--- config.mk ---
export PLATFORM = sky130hd
export DESIGN_NAME = mc_controller
export DESIGN_NICKNAME = d
export VERILOG_FILES = /design/src/rtl/mips_pkg.sv /design/src/rtl/mc_controller_aludec.sv /design/src/rtl/mc_controller.sv
export SDC_FILE = /design/constraint.sdc
export NUM_CORES = 1
export LEC_CHECK = 0
export ABC_CLOCK_PERIOD_IN_PS = 2830
export BUFFER_PORTS_ARGS = -buffer_cell sky130_fd_sc_hd__buf_4
export CORE_UTILIZATION = 50
export CTS_CLUSTER_SIZE = 16
export DETAILED_ROUTE_END_ITERATION = 6
export PLACE_DENSITY = 0.84
export SETUP_SLACK_MARGIN = 0.3
export SLEW_MARGIN = 20
export SYNTH_ARGS = -nofsm -noshare
export SYNTH_HDL_FRONTEND = slang
export SYNTH_HIERARCHICAL = 1
export SYNTH_SLANG_ARGS = --single-unit
--- constraint.sdc ---
create_clock -name clk -period 2.83 [get_ports clk]
set_input_delay 0.1415 -clock clk [delete_from_list [all_inputs] [get_ports clk]]
set_output_delay 0.1415 -clock clk [all_outputs]
set_load 0.01 [all_outputs]
--- src/rtl/mips_pkg.sv ---
// Shared encodings for the multicycle MIPS controller: opcodes, functs, ALU/mux selects, FSM states.
// MC_CTRL_IMM_LOGIC_EN adds the IMMEX state used by andi/ori.
package mips_pkg;

  localparam logic [5:0] OP_RTYPE = 6'b000000;
  localparam logic [5:0] OP_LW    = 6'b100011;
  localparam logic [5:0] OP_SW    = 6'b101011;
  localparam logic [5:0] OP_BEQ   = 6'b000100;
  localparam logic [5:0] OP_ADDI  = 6'b001000;
  localparam logic [5:0] OP_J     = 6'b000010;
  localparam logic [5:0] OP_ANDI  = 6'b001100;
  localparam logic [5:0] OP_ORI   = 6'b001101;

  localparam logic [5:0] FUNCT_ADD = 6'b100000;
  localparam logic [5:0] FUNCT_SUB = 6'b100010;
  localparam logic [5:0] FUNCT_AND = 6'b100100;
  localparam logic [5:0] FUNCT_OR  = 6'b100101;
  localparam logic [5:0] FUNCT_SLT = 6'b101010;

  localparam logic [2:0] ALU_AND  = 3'd0;
  localparam logic [2:0] ALU_OR   = 3'd1;
  localparam logic [2:0] ALU_ADD  = 3'd2;
  localparam logic [2:0] ALU_ANDN = 3'd4;
  localparam logic [2:0] ALU_ORN  = 3'd5;
  localparam logic [2:0] ALU_SUB  = 3'd6;
  localparam logic [2:0] ALU_SLT  = 3'd7;

  localparam logic [1:0] SRCB_REG   = 2'b00;
  localparam logic [1:0] SRCB_FOUR  = 2'b01;
  localparam logic [1:0] SRCB_IMM   = 2'b10;
  localparam logic [1:0] SRCB_IMMSH = 2'b11;

  localparam logic [1:0] PCSRC_ALU    = 2'b00;
  localparam logic [1:0] PCSRC_ALUOUT = 2'b01;
  localparam logic [1:0] PCSRC_JUMP   = 2'b10;

  typedef enum logic [2:0] {
    ALUOP_ADD   = 3'd0,
    ALUOP_SUB   = 3'd1,
    ALUOP_FUNCT = 3'd2,
    ALUOP_AND   = 3'd3,
    ALUOP_OR    = 3'd4
  } alu_op_t;

  typedef enum logic [3:0] {
    S_FETCH  = 4'd0,
    S_DECODE = 4'd1,
    S_MEMADR = 4'd2,
    S_MEMRD  = 4'd3,
    S_MEMWB  = 4'd4,
    S_MEMWR  = 4'd5,
    S_EXEC   = 4'd6,
    S_ALUWB  = 4'd7,
    S_BRANCH = 4'd8,
    S_ADDIEX = 4'd9,
    S_ADDIWB = 4'd10,
    S_JUMP   = 4'd11
`ifdef MC_CTRL_IMM_LOGIC_EN
    , S_IMMEX = 4'd12
`endif
  } state_t;

endpackage

--- src/rtl/mc_controller_aludec.sv ---
// ALU decoder: maps the FSM's ALU operation request and the R-type funct field to ALUControl.
module aludec
  import mips_pkg::*;
(
  input  alu_op_t    alu_op,
  input  logic [5:0] funct,
  output logic [2:0] alu_control,
  output logic       funct_ok
);

  always_comb begin
    funct_ok = 1'b0;
    case (funct)
      FUNCT_ADD, FUNCT_SUB, FUNCT_AND, FUNCT_OR, FUNCT_SLT: funct_ok = 1'b1;
      default: funct_ok = 1'b0;
    endcase
  end

  always_comb begin
    alu_control = ALU_ADD;
    case (alu_op)
      ALUOP_SUB: alu_control = ALU_SUB;
      ALUOP_AND: alu_control = ALU_AND;
      ALUOP_OR:  alu_control = ALU_OR;
      ALUOP_FUNCT: begin
        case (funct)
          FUNCT_ADD: alu_control = ALU_ADD;
          FUNCT_SUB: alu_control = ALU_SUB;
          FUNCT_AND: alu_control = ALU_AND;
          FUNCT_OR:  alu_control = ALU_OR;
          FUNCT_SLT: alu_control = ALU_SLT;
          default:   alu_control = ALU_ADD;
        endcase
      end
      default: alu_control = ALU_ADD;
    endcase
  end

endmodule

--- src/rtl/mc_controller.sv ---
// Multicycle MIPS control FSM (Moore); define MC_CTRL_IMM_LOGIC_EN to make andi/ori legal via IMMEX.
//   state  | meaning
//   FETCH  | IR <= mem[PC], PC <= PC+4
//   DECODE | read regs, compute branch target, dispatch on Op (illegal -> FETCH)
//   MEMADR | address = A + SignImm
//   MEMRD  | read data memory
//   MEMWB  | write load data to rt
//   MEMWR  | write B to data memory
//   EXEC   | R-type ALU operation
//   ALUWB  | write ALU result to rd
//   BRANCH | compare A/B, PC <= target if equal
//   ADDIEX | A + SignImm
//   ADDIWB | write immediate result to rt
//   JUMP   | PC <= jump target
//   IMMEX  | A and/or immediate (MC_CTRL_IMM_LOGIC_EN only)
module mc_controller
  import mips_pkg::*;
(
  input  logic       clk,
  input  logic       reset,
  input  logic [5:0] Op,
  input  logic [5:0] Funct,
  input  logic       Zero,
  output logic       IorD,
  output logic       MemWrite,
  output logic       IRWrite,
  output logic       RegDst,
  output logic       MemtoReg,
  output logic       RegWrite,
  output logic       ALUSrcA,
  output logic [1:0] ALUSrcB,
  output logic [1:0] PCSrc,
  output logic       PCEn,
  output logic [2:0] ALUControl,
  output logic       IllegalOp
);

  state_t  state, state_next;
  alu_op_t alu_op;
  logic    pc_write, branch, funct_ok;

  always_ff @(posedge clk or posedge reset) begin
    if (reset) state <= S_FETCH;
    else       state <= state_next;
  end

`ifdef MC_CTRL_IMM_LOGIC_EN
  // Latched in DECODE so IMMEX outputs stay a function of registered state only.
  logic imm_or;
  always_ff @(posedge clk or posedge reset) begin
    if (reset)                  imm_or <= 1'b0;
    else if (state == S_DECODE) imm_or <= (Op == OP_ORI);
  end
`endif

  // Reset gates every output combinationally so nothing glitches while reset is held.
  always_comb begin
    state_next = S_FETCH;
    IorD       = 1'b0;
    MemWrite   = 1'b0;
    IRWrite    = 1'b0;
    RegDst     = 1'b0;
    MemtoReg   = 1'b0;
    RegWrite   = 1'b0;
    ALUSrcA    = 1'b0;
    ALUSrcB    = SRCB_REG;
    PCSrc      = PCSRC_ALU;
    alu_op     = ALUOP_ADD;
    pc_write   = 1'b0;
    branch     = 1'b0;
    IllegalOp  = 1'b0;
    if (!reset) begin
      case (state)
        S_FETCH: begin
          IRWrite    = 1'b1;
          pc_write   = 1'b1;
          ALUSrcB    = SRCB_FOUR;
          state_next = S_DECODE;
        end
        S_DECODE: begin
          ALUSrcB = SRCB_IMMSH;
          case (Op)
            OP_LW, OP_SW: state_next = S_MEMADR;
            OP_RTYPE: begin
              if (funct_ok) state_next = S_EXEC;
              else          IllegalOp  = 1'b1;
            end
            OP_BEQ:  state_next = S_BRANCH;
            OP_ADDI: state_next = S_ADDIEX;
            OP_J:    state_next = S_JUMP;
`ifdef MC_CTRL_IMM_LOGIC_EN
            OP_ANDI, OP_ORI: state_next = S_IMMEX;
`endif
            default: IllegalOp = 1'b1;
          endcase
        end
        S_MEMADR: begin
          ALUSrcA    = 1'b1;
          ALUSrcB    = SRCB_IMM;
          state_next = (Op == OP_SW) ? S_MEMWR : S_MEMRD;
        end
        S_MEMRD: begin
          IorD       = 1'b1;
          state_next = S_MEMWB;
        end
        S_MEMWB: begin
          MemtoReg = 1'b1;
          RegWrite = 1'b1;
        end
        S_MEMWR: begin
          IorD     = 1'b1;
          MemWrite = 1'b1;
        end
        S_EXEC: begin
          ALUSrcA    = 1'b1;
          alu_op     = ALUOP_FUNCT;
          state_next = S_ALUWB;
        end
        S_ALUWB: begin
          RegDst   = 1'b1;
          RegWrite = 1'b1;
        end
        S_BRANCH: begin
          ALUSrcA = 1'b1;
          alu_op  = ALUOP_SUB;
          PCSrc   = PCSRC_ALUOUT;
          branch  = 1'b1;
        end
        S_ADDIEX: begin
          ALUSrcA    = 1'b1;
          ALUSrcB    = SRCB_IMM;
          state_next = S_ADDIWB;
        end
        S_ADDIWB: RegWrite = 1'b1;
        S_JUMP: begin
          PCSrc    = PCSRC_JUMP;
          pc_write = 1'b1;
        end
`ifdef MC_CTRL_IMM_LOGIC_EN
        S_IMMEX: begin
          ALUSrcA    = 1'b1;
          ALUSrcB    = SRCB_IMM;
          alu_op     = imm_or ? ALUOP_OR : ALUOP_AND;
          state_next = S_ADDIWB;
        end
`endif
        default: state_next = S_FETCH;
      endcase
    end
  end

  aludec u_aludec (
    .alu_op      (alu_op),
    .funct       (Funct),
    .alu_control (ALUControl),
    .funct_ok    (funct_ok)
  );

  assign PCEn = pc_write | (branch & Zero);

endmodule

==> qor.yml <==
postRouteAntennaNets: 0
crit_arrival_ns: 2.22
slew_viol_final: 0
placement_rows: 13
gp_routability_congestion: 0.936
max_buffers_root_to_sink: 2
antenna_violations_before_repair: 0
synth_ff_type: "dfrtp_1"
final_area_um2: 928
setup_repair_after_global_routing_missed_its_margin: "no"
layout-drive-gt1-share_pct: 35.8
timing.final.hold_violations: 0
timing.hold.ws_ns: 0.271
cts.reportedPaths.clkPinSlew_ns: 0.04
yosys_register_bits: 4
cp.buffers_inverters: 4
n_fill_cell: 114
grt-ovfl-total: 0
status: "complete, no violations"
grt_start_max_net_pins: 13
most_flop_heavy_register: "state"
setup_slack_ns: 0.464
final.period_utilization_pct: 83.6
crit_type: "in -> out"
post-synth-top-area-cell: "dfrtp_1"
fp.dieH_um: 39.4
cts_buffers: 3
multiInputGateArea_um2: 526
skew_ns: 0.00698
family_with_the_most_delay_on_the_worst_path: "buffers and inverters"
fin_setup_tns_ns: 0
synthesis.area_um2: 699
final_net_count: 137
core-area_mm2: 0.00130
clock_tree_from_tritoncts: "yes"
first_pass_iters: 5
power.density_mw_per_mm2: 237
placedInstanceArea_um2: 891
top_registers: "state: 4 flops"
cp_slowest_stage_delay_ns: 0.53
wl_per_cell_um: 14.1
worstMarginPinSlew_ns: 0.704
dr_total_vias: 810
syn_to_final_growth_pct: 32.7
io_pins: 31
yosysWarningCount: 6
largest_register_ff_count: 4
grt_first_pass_wirelength_mm: 3.13
synth-async-reset-ratio_pct: 100
max_cap_violations: 0
area_of_the_die_mm2: 0.00155
crit_path_start_kind: "primary input"
place.detailed.hpwl_mm: 1.44
cts_num_sinks: 4
critPathRequiredTime_ns: 2.69
worstSetupEndpointType: "output pin"
synth_top_cells_by_area: "dfrtp_1 14%, buf_6 8.1%, nor4_1 5.4%"
timing.critical_path.mode_cell: "buf_4"
dr.first_iter.drc_count: 37
pre_cts_slack_ns: 0.648
timing.final.crit_period_ns: 2.37
cts_root_buffer: "clkbuf_4"
gate_count_of_the_mapped_netlist: 90
crit_chain: "dlygate4sd3_1, buf_4, inv_1, nand2b_1, nor3_2, nand3b_4, or3b_1, a21oi_1, buf_4"
seq_area_um2: 100
die_width_um: 39.4
cts.htree.levels: 1
timing.max_slew.rel_slack_pct: 52.6
overall_routed_net_length_mm: 1.91
vias_per_inst: 6.00
synth_cell_type_count: 42
critical_path.max_fanout: 12
track_usage_pct: 29.2
clk_latency_ns: 0.24
first_global_vias: 716
starting_utilization_of_the_core_area_pct: 53.8
synth_seq_area_share_pct: 14.3
cellLeakagePower_uw: 0.000409
max_clock_freq_mhz: 423
syn_avg_cell_area_um2: 7.77
synth_top_area_share_pct: 14.3
setup_viol: 0
critical_path.slowest_cell: "dlygate4sd3_1"
max-vdd-ir-drop_v: 0.000134
route.detailed.drc: 0
port_buffers: 30
min_path_type: "in -> reg"
n_antenna_cell: 0
synth-edff-count: 0
## cell usage after synthesis, types with 2 or more instances
cell	count
nor2_1	8
nor4_1	6
xnor2_1	2
dfrtp_1	4
nand2_1	3
o21ai_0	3
clkbuf_1	2
nor3_1	6
a31oi_1	2
a21oi_1	7
buf_6	5
mux2i_1	2
nor3b_2	2
inv_1	7
nand2b_1	4
## cells by family after synthesis
logic type	share of synthesized area (%)
AO/OA/AOI/OAI	22.0
XOR/XNOR	3.76
adder cells (fa/ha/maj)	1.43
buffers and inverters	12.9
flip-flops	14.3
multiplexers	2.86
other	0.536
AND/OR/NAND/NOR	42.2
## metrics by stage
| step | utilization, % | instances | power [uW] |
|---|---|---|---|
| final | 71.3 | 135 | 220 |
| after global routing | 71.3 | 135 | 234 |
| after CTS | 71.0 | 135 | 219 |
| after detailed placement | 68.5 | 131 | 142 |
| after global placement | 68.5 | 131 | 141 |
| after floorplan | - | 93 | 109 |
## metal layers
layer  vias up  share of wire, %  routed length (um)  GRT usage (%)
li1        388                 -                   -              -
met1       361                41                 779           34.7
met2        55                48                 910           50.8
met3         6               9.1                 174           5.68
met4         0               2.2                  41           10.3
met5         -                 0                   0              0
## cell usage in the layout, fill, tap and decap left out, types with 2 or more instances in the layout
master	netlist	final
a21oi_1	7	7
a31oi_1	2	2
buf_4	0	30
clkbuf_4	0	3
conb_1	1	4
dfrtp_1	4	4
inv_1	7	7
mux2i_1	2	2
nand2_1	3	3
nand2b_1	4	4
nor2_1	8	8
nor3_1	6	5
nor3_2	1	2
nor3b_2	2	2
nor4_1	6	6
o21ai_0	3	3
xnor2_1	2	2
## where the power goes
part | switching [uW] | internal [uW] | total, uW | leakage (uW)
logic | 40.7 | 39.8 | 80.5 | 0.000341
clock network | 27.9 | 47.7 | 75.6 | 0.0000138
registers | 5.29 | 59.0 | 64.3 | 0.0000543
total | 73.9 | 146 | 220 | 0.000409
## worst reg2reg max path, stage by stage (launching register included)
cell and delay [ns]:
dfrtp_1 0.56, inv_1 0.18, or3_4 0.42, a41o_1 0.21, a31oi_1 0.17
## timing repair
| item | in CTS | in global routing |
|---|---|---|
| setup buffers | 0 | 0 |
| gates resized for setup | 0 | 1 |
| endpoints found under the hold margin | 4 | 0 |
| hold buffers | 1 | 0 |
| setup endpoints to repair | 0 | 1 |
## layout make-up
type,instances,area share [%]
inverters,7,2.83
well taps,15,2.02
repair buffers,31,25.3
clock buffers,3,2.43
multi-input cells,75,56.6
flip-flops and latches,4,10.8
## worst paths after layout
kind | slack, ns | depth (start not counted) | endpoint | startpoint
min in group asynchronous | 0.43 | 3 | state[3] | reset
max in group asynchronous | 2.21 | 3 | state[1] | reset
min | 0.27 | 3 | state[1] | Op[1]
min reg2reg | 0.66 | 1 | state[3] | state[2]
max reg2reg | 1.20 | 4 | state[1] | state[1]
max | 0.46 | 9 | ALUControl[2] | reset
Note: power is estimated with default switching activity, not from simulation.
